`config.mk`:
```
export PLATFORM = sky130hd
export DESIGN_NAME = cps3_linebuf_writer
export DESIGN_NICKNAME = d
export VERILOG_FILES = /design/src/rtl/cps3_linebuf_writer.sv
export SDC_FILE = /design/constraint.sdc
export NUM_CORES = 1
export LEC_CHECK = 0
export CORE_AREA = 2 2 124 126
export CTS_CLUSTER_DIAMETER = 120
export DETAILED_ROUTE_END_ITERATION = 8
export DIE_AREA = 0 0 126 128
export HOLD_SLACK_MARGIN = 0.08
export PLACE_DENSITY = 0.89
export SKIP_LAST_GASP = 1
export SYNTH_ARGS = -nofsm -noshare
export SYNTH_HDL_FRONTEND = slang
export SYNTH_SLANG_ARGS = --single-unit
export TNS_END_PERCENT = 50
```
`constraint.sdc`:
```
create_clock -name PCLK -period 6.1 [get_ports PCLK]
set_input_delay 0.915 -clock PCLK [delete_from_list [all_inputs] [get_ports PCLK]]
set_output_delay 0.915 -clock PCLK [all_outputs]
set_load 0.1 [all_outputs]
```
`src/rtl/cps3_linebuf_writer.sv`:
```
// CPS3 capture side: turns the source video stream into line-buffer writes and
// measures the source line length and frame height.
module cps3_linebuf_writer #(
  parameter int NUM_LINE_BUFFERS = 40,
  parameter int H_CNT_MAX        = 4095
) (
  input  logic        PCLK,
  input  logic        reset_n,
  input  logic        pix_ce,
  input  logic        HSYNC_in,
  input  logic        VSYNC_in,
  input  logic [7:0]  R_in,
  input  logic [7:0]  G_in,
  input  logic [7:0]  B_in,
  input  logic [31:0] h_info,
  input  logic [31:0] v_info,
  output logic        wr_en,
  output logic [8:0]  wr_addr,
  output logic [5:0]  wr_line,
  output logic [23:0] wr_data,
  output logic        frame_start,
  output logic [10:0] lines_per_frame,
  output logic [11:0] pix_per_line,
  output logic        sync_lost
);

  typedef enum logic [1:0] {
    WAIT_VS = 2'd0,
    WAIT_HS = 2'd1,
    RUN     = 2'd2
  } state_t;

  localparam logic [11:0] HMAX      = 12'(H_CNT_MAX);
  localparam logic [5:0]  LAST_SLOT = 6'(NUM_LINE_BUFFERS - 1);

  state_t      state_r, state_nxt_s;
  logic        prev_hs_r, prev_vs_r;
  logic [11:0] hcnt_r, hcnt_nxt_s;
  logic [10:0] vcnt_r, vcnt_nxt_s;
  logic [9:0]  h_start_r;
  logic [8:0]  h_active_r;
  logic [5:0]  v_start_r;
  logic [8:0]  v_active_r;
  logic        first_done_r;

  logic        hs_fall_s, vs_fall_s, line_fall_s, wait_hs_done_s, loss_s;
  logic [10:0] h_end_s;
  logic [9:0]  v_end_s;
  logic        line_active_s, pix_active_s, frame_hit_s, end_active_s;
  logic        unused_cfg_s;

  assign hs_fall_s      = pix_ce & prev_hs_r & ~HSYNC_in;
  assign vs_fall_s      = pix_ce & prev_vs_r & ~VSYNC_in;
  // A coincident VSYNC fall owns the edge; the HSYNC fall only resets hcnt.
  assign line_fall_s    = hs_fall_s & ~vs_fall_s;
  assign wait_hs_done_s = (state_r == WAIT_HS) & line_fall_s;
  assign loss_s         = pix_ce & ~hs_fall_s & (hcnt_r == (HMAX - 12'd1));

  assign h_end_s = {1'b0, h_start_r} + {2'b00, h_active_r};
  assign v_end_s = {4'b0000, v_start_r} + {1'b0, v_active_r};

  assign line_active_s = (state_r == RUN) && (vcnt_r >= {5'd0, v_start_r}) &&
                         (vcnt_r < {1'b0, v_end_s});
  assign pix_active_s  = line_active_s && pix_ce && !hs_fall_s && !vs_fall_s &&
                         (hcnt_r >= {2'b00, h_start_r}) && (hcnt_r < {1'b0, h_end_s});
  assign frame_hit_s   = line_fall_s && ((state_r == RUN) || wait_hs_done_s) &&
                         (vcnt_nxt_s == {5'd0, v_start_r});
  assign end_active_s  = line_fall_s && line_active_s;

  assign unused_cfg_s = ^{h_info[31:25], h_info[15:10], v_info[31:25], v_info[15:6]};

  always_ff @(posedge PCLK or negedge reset_n) begin
    if (!reset_n) begin
      prev_hs_r <= 1'b1;
      prev_vs_r <= 1'b1;
    end else if (pix_ce) begin
      prev_hs_r <= HSYNC_in;
      prev_vs_r <= VSYNC_in;
    end else begin
      prev_hs_r <= prev_hs_r;
      prev_vs_r <= prev_vs_r;
    end
  end

  // Geometry is only accepted while the source is in vsync.
  always_ff @(posedge PCLK or negedge reset_n) begin
    if (!reset_n) begin
      h_start_r  <= 10'd0;
      h_active_r <= 9'd0;
      v_start_r  <= 6'd0;
      v_active_r <= 9'd0;
    end else if (pix_ce && !VSYNC_in) begin
      h_start_r  <= h_info[9:0];
      h_active_r <= h_info[24:16];
      v_start_r  <= v_info[5:0];
      v_active_r <= v_info[24:16];
    end else begin
      h_start_r  <= h_start_r;
      h_active_r <= h_active_r;
      v_start_r  <= v_start_r;
      v_active_r <= v_active_r;
    end
  end

  always_comb begin
    hcnt_nxt_s = hcnt_r;
    if (pix_ce && hs_fall_s) begin
      hcnt_nxt_s = 12'd0;
    end else if (pix_ce && (hcnt_r != HMAX)) begin
      hcnt_nxt_s = hcnt_r + 12'd1;
    end else begin
      hcnt_nxt_s = hcnt_r;
    end

    vcnt_nxt_s = vcnt_r;
    if (wait_hs_done_s) begin
      vcnt_nxt_s = 11'd0;
    end else if (line_fall_s && (vcnt_r != 11'd2047)) begin
      vcnt_nxt_s = vcnt_r + 11'd1;
    end else begin
      vcnt_nxt_s = vcnt_r;
    end
  end

  always_ff @(posedge PCLK or negedge reset_n) begin
    if (!reset_n) begin
      hcnt_r          <= 12'd0;
      vcnt_r          <= 11'd0;
      pix_per_line    <= 12'd0;
      lines_per_frame <= 11'd0;
      first_done_r    <= 1'b0;
      sync_lost       <= 1'b0;
    end else begin
      hcnt_r <= hcnt_nxt_s;
      vcnt_r <= vcnt_nxt_s;
      if (line_fall_s) begin
        pix_per_line <= (hcnt_r == HMAX) ? HMAX : (hcnt_r + 12'd1);
      end
      // The first frame after reset has no known start, so it is not measured.
      if (wait_hs_done_s) begin
        first_done_r <= 1'b1;
        if (first_done_r) begin
          lines_per_frame <= vcnt_r + 11'd1;
        end
      end
      if (hs_fall_s) begin
        sync_lost <= 1'b0;
      end else if (loss_s) begin
        sync_lost <= 1'b1;
      end
    end
  end

  always_ff @(posedge PCLK or negedge reset_n) begin
    if (!reset_n) begin
      state_r <= WAIT_VS;
    end else begin
      state_r <= state_nxt_s;
    end
  end

  always_comb begin
    state_nxt_s = state_r;
    if (loss_s) begin
      state_nxt_s = WAIT_VS;
    end else begin
      case (state_r)
        WAIT_VS: state_nxt_s = vs_fall_s ? WAIT_HS : WAIT_VS;
        WAIT_HS: state_nxt_s = vs_fall_s ? WAIT_HS : (hs_fall_s ? RUN : WAIT_HS);
        RUN:     state_nxt_s = vs_fall_s ? WAIT_HS : RUN;
        default: state_nxt_s = WAIT_VS;
      endcase
    end
  end

  // Slot index restarts at the first active line and otherwise advances per active line.
  always_ff @(posedge PCLK or negedge reset_n) begin
    if (!reset_n) begin
      wr_line     <= 6'd0;
      frame_start <= 1'b0;
    end else begin
      frame_start <= frame_hit_s;
      if (frame_hit_s) begin
        wr_line <= 6'd0;
      end else if (end_active_s) begin
        wr_line <= (wr_line == LAST_SLOT) ? 6'd0 : (wr_line + 6'd1);
      end
    end
  end

  always_ff @(posedge PCLK or negedge reset_n) begin
    if (!reset_n) begin
      wr_en   <= 1'b0;
      wr_addr <= 9'd0;
      wr_data <= 24'd0;
    end else if (pix_active_s) begin
      wr_en   <= 1'b1;
      wr_addr <= 9'(hcnt_r - {2'b00, h_start_r});
      wr_data <= {R_in, G_in, B_in};
    end else begin
      wr_en <= 1'b0;
    end
  end

endmodule

```
==> results.toml <==
[route]
top_layer_used = "met4"
wl_um = 16700
viasPerCell = 5.59
routedWlPerCell_um = 16.4
detailroute.via_count = 5703
drc = 0
firstDrtPassIters = 5
antenna_left = 0
wl_met3_um = 754
drt_iter0_drc = 576
wl_met2_um = 8790
met1_length_um = 6810

[critical_path]
worstPathMaxFanout = 10
cp.arrival_ns = 4.63
path_delay_family = "compound AO/OA/AOI/OAI gates"
cp_slowest_stage_delay_ns = 0.64
path_buf_inv = 2
r2r-start = "v_start_r[0]"
r2r_slack_ns = 1.82
startpoint = "v_start_r[0]"
critPathLaunchType = "flop"
r2r_end = "wr_line[3]"
crit_chain = "ha_1, inv_1, fa_1, inv_1, a21oi_1, o21bai_1, a21o_1, a21o_1, nand3_1, xor2_1, ha_1, a2111oi_0, nand4_1, or4_1, a21oi_1"
rr_worst_depth = 15
end_kind = "flop"
endpoint = "wr_line[3]"
worstSetupPathDepth = 15
crit_required_ns = 6.45
critical_path_class = "flop to flop"
crit_slowest_cell = "or4_1"

[synthesis]
synth_top_area_share_pct = 42.9
synth_ff_type = "dfrtp_1"
synthesis.area_mm2 = 0.00729
synth-edff-count = 0
ys_ff_latch = 127
postSynthAreaPerCell_um2 = 10.4
seq_area_frac_synth_pct = 43.6
synth_top_cells_by_count = "dfrtp_1 (125), o21ai_0 (60), ha_1 (54)"
synthesis.nets = 852
ys_types = 65
synthArstFlopShare_pct = 100
synthCells = 702
synth_top_area_cell = "dfrtp_1"
ys_warn_count = 0
synthTopCellsByArea = "dfrtp_1 (43%), ha_1 (9.3%), mux2_2 (8.0%)"
synth_most_common_cell = "dfrtp_1"

[pwr]
swShare_pct = 34.3
p_comb_share_pct = 30.5
pwr-share-clk_pct = 35.5
p_sw_mw = 1.03
p_int_mw = 1.98
power.leakage_nw = 4.22
pwr-share-seq_pct = 34.0
power_density_mw_per_mm2 = 326
ir_drop_uv = 217

[placement]
io_buffers = 127
gp_congestion = 0.890
dp.cells = 989
pre_cts_slack_ns = 1.88
place_hpwl_um = 12100

[die]
die_y_um = 128
die-width_um = 126
rows = 45
ioPinCount = 158
initial_core_util_pct = 49.1
dieArea_mm2 = 0.0161
core-area_mm2 = 0.0149

[timing]
tns_ns = 0
tightest_slew_ns = 1.21
min_period_over_period_pct = 70.2
fmax_mhz = 234
period_minus_slack_ns = 4.28
finalHoldViolCount = 0
slew_headroom_pct = 18.2
fin_skew_ns = 0.00687
grt_setup_unrepaired = "false"
fin_ws_ns = 1.82
setup_viol = 0
slew_violations = 0

[grt]
grt_pass1_vias = 5783
grt_pass1_wl_um = 28300
grt.total_usage_pct = 21.9
grt.overflow.total = 0
grt_start_max_net_pins = 73
antenna_found_initial = 0

[clock_tree]
cts_sinks = 127
cts_max_level = 4
clk_root_buffer_cell = "clkbuf_16"
cts_tree = "built"
cts_resized = 0
cts_buffer_depth = 2
cts_inserted_buffers = 17
postCtsSetupBuffers = 0
clock_latency_ns = 0.42
clkTransAtPathRegs_ns = 0.06
hold_buffers = 0

[layout]
final_cells = 1021
drive_gt1_share_pct = 12.8
antenna_cells = 0
syn2layout_area_growth_pct = 26.9
multi_input_area_mm2 = 0.00380
seq_area_mm2 = 0.00318
nFillCells = 1181
nNetsFinal = 970

[hold_path]
min-delay-path-class = "flop to flop"

[run_status]
status = "finished clean"

[flow_run]
cap_violations = 0
-- sequential cells by signal (all words and copies together), names as in the netlist --
| name | cells |
|---|---|
| state_r | 2 |
| wr_line | 6 |
| v_start_r | 6 |
| frame_start | 1 |
| wr_addr | 9 |
| hcnt_r | 12 |
| pix_per_line | 12 |
| v_active_r | 9 |
| h_active_r | 9 |
| first_done_r | 1 |
| prev_hs_r | 1 |
| h_start_r | 10 |
| vcnt_r | 11 |
| prev_vs_r | 1 |
| sync_lost | 1 |
| wr_data | 24 |
| lines_per_frame | 11 |
| wr_en | 1 |
-- power by group through the flow --
stage	logic (mW)	registers, mW	clock network [mW]
floorplan	0.459	1.25	0
global placement	0.887	1.03	0
detailed placement	0.918	1.04	0
CTS	0.925	1.03	1.08
global route	1.01	1.04	1.12
finish	0.920	1.03	1.07
-- cell usage in the layout (no fill, tap or decap), drive strengths merged, types with 3 or more instances in the layout --
master	count
or4	3
nand2b	15
mux2	52
and4	4
nor2	43
o211ai	3
clkinvlp	3
dfrtp	125
a21oi	35
o2111ai	5
o31ai	7
xor2	20
o21ai	61
nand4	7
a21o	16
buf	4
mux2i	6
fa	3
xnor2	27
inv	34
a31oi	12
clkbuf	21
nand2	50
a211oi	6
nor3	9
o21bai	4
and3	9
clkinv	4
ha	54
nand3	20
or3	6
nor2b	10
bufinv	4
clkdlybuf4s50	126
o21a	3
-- worst min path at each step --
stage,startpoint,to,slack [ns],cells after the start
2_1_floorplan,first_done_r,first_done_r,0.43,1
3_3_place_gp,first_done_r,first_done_r,0.45,1
3_5_place_dp,first_done_r,first_done_r,0.46,1
4_1_cts,first_done_r,first_done_r,0.48,1
5_1_grt,wr_addr[7],wr_addr[7],0.51,1
6_report,first_done_r,first_done_r,0.47,1
-- kinds of logic after synthesis --
kind of cell | synth area share [%]
AOI/OAI and AO/OA | 13.6
adders and majority gates | 10.1
muxes | 8.85
DFF | 43.6
xor gates and xnor gates | 5.64
buffers and inverters | 4.43
and+or+nand+nor | 13.8
-- metrics by stage --
step	total power, mW	utilization [%]	instance area (um^2)	hold slack (ns)
after floorplan	1.70	-	7290	0.435
after global placement	1.92	58.1	8630	0.451
after detailed placement	1.96	58.1	8630	0.463
after CTS	3.03	62.3	9260	0.479
after global routing	3.17	62.3	9260	0.510
final	3.02	62.3	9260	0.473
-- worst register-to-register path, delay by kind of cell (launching register included) --
family / cells / cell delay [ns]
buffers and inverters: 2 / 0.14
AND/OR/NAND/NOR: 3 / 1.24
flip-flops: 1 / 0.48
XOR/XNOR: 1 / 0.17
AO/OA/AOI/OAI: 6 / 1.35
adder cells (fa/ha/maj): 3 / 0.83
-- per-layer routing --
| layer | track usage [%] | vias to the layer above |
|---|---|---|
| li1 | - | 2729 |
| met1 | 26.2 | 2766 |
| met2 | 38.7 | 168 |
| met3 | 5.55 | 40 |
| met4 | 6.85 | 0 |
| met5 | 0 | - |
-- area by class of cell --
type,count,area share [%]
Inverter,34,1.38
Sequential cell,127,34.4
Timing Repair Buffer,130,13.9
Tap cell,188,2.54
Multi-Input combinational cell,510,41.0
Clock inverter,11,1.76
Clock buffer,21,4.97
Note: power is estimated with default switching activity, not from simulation.
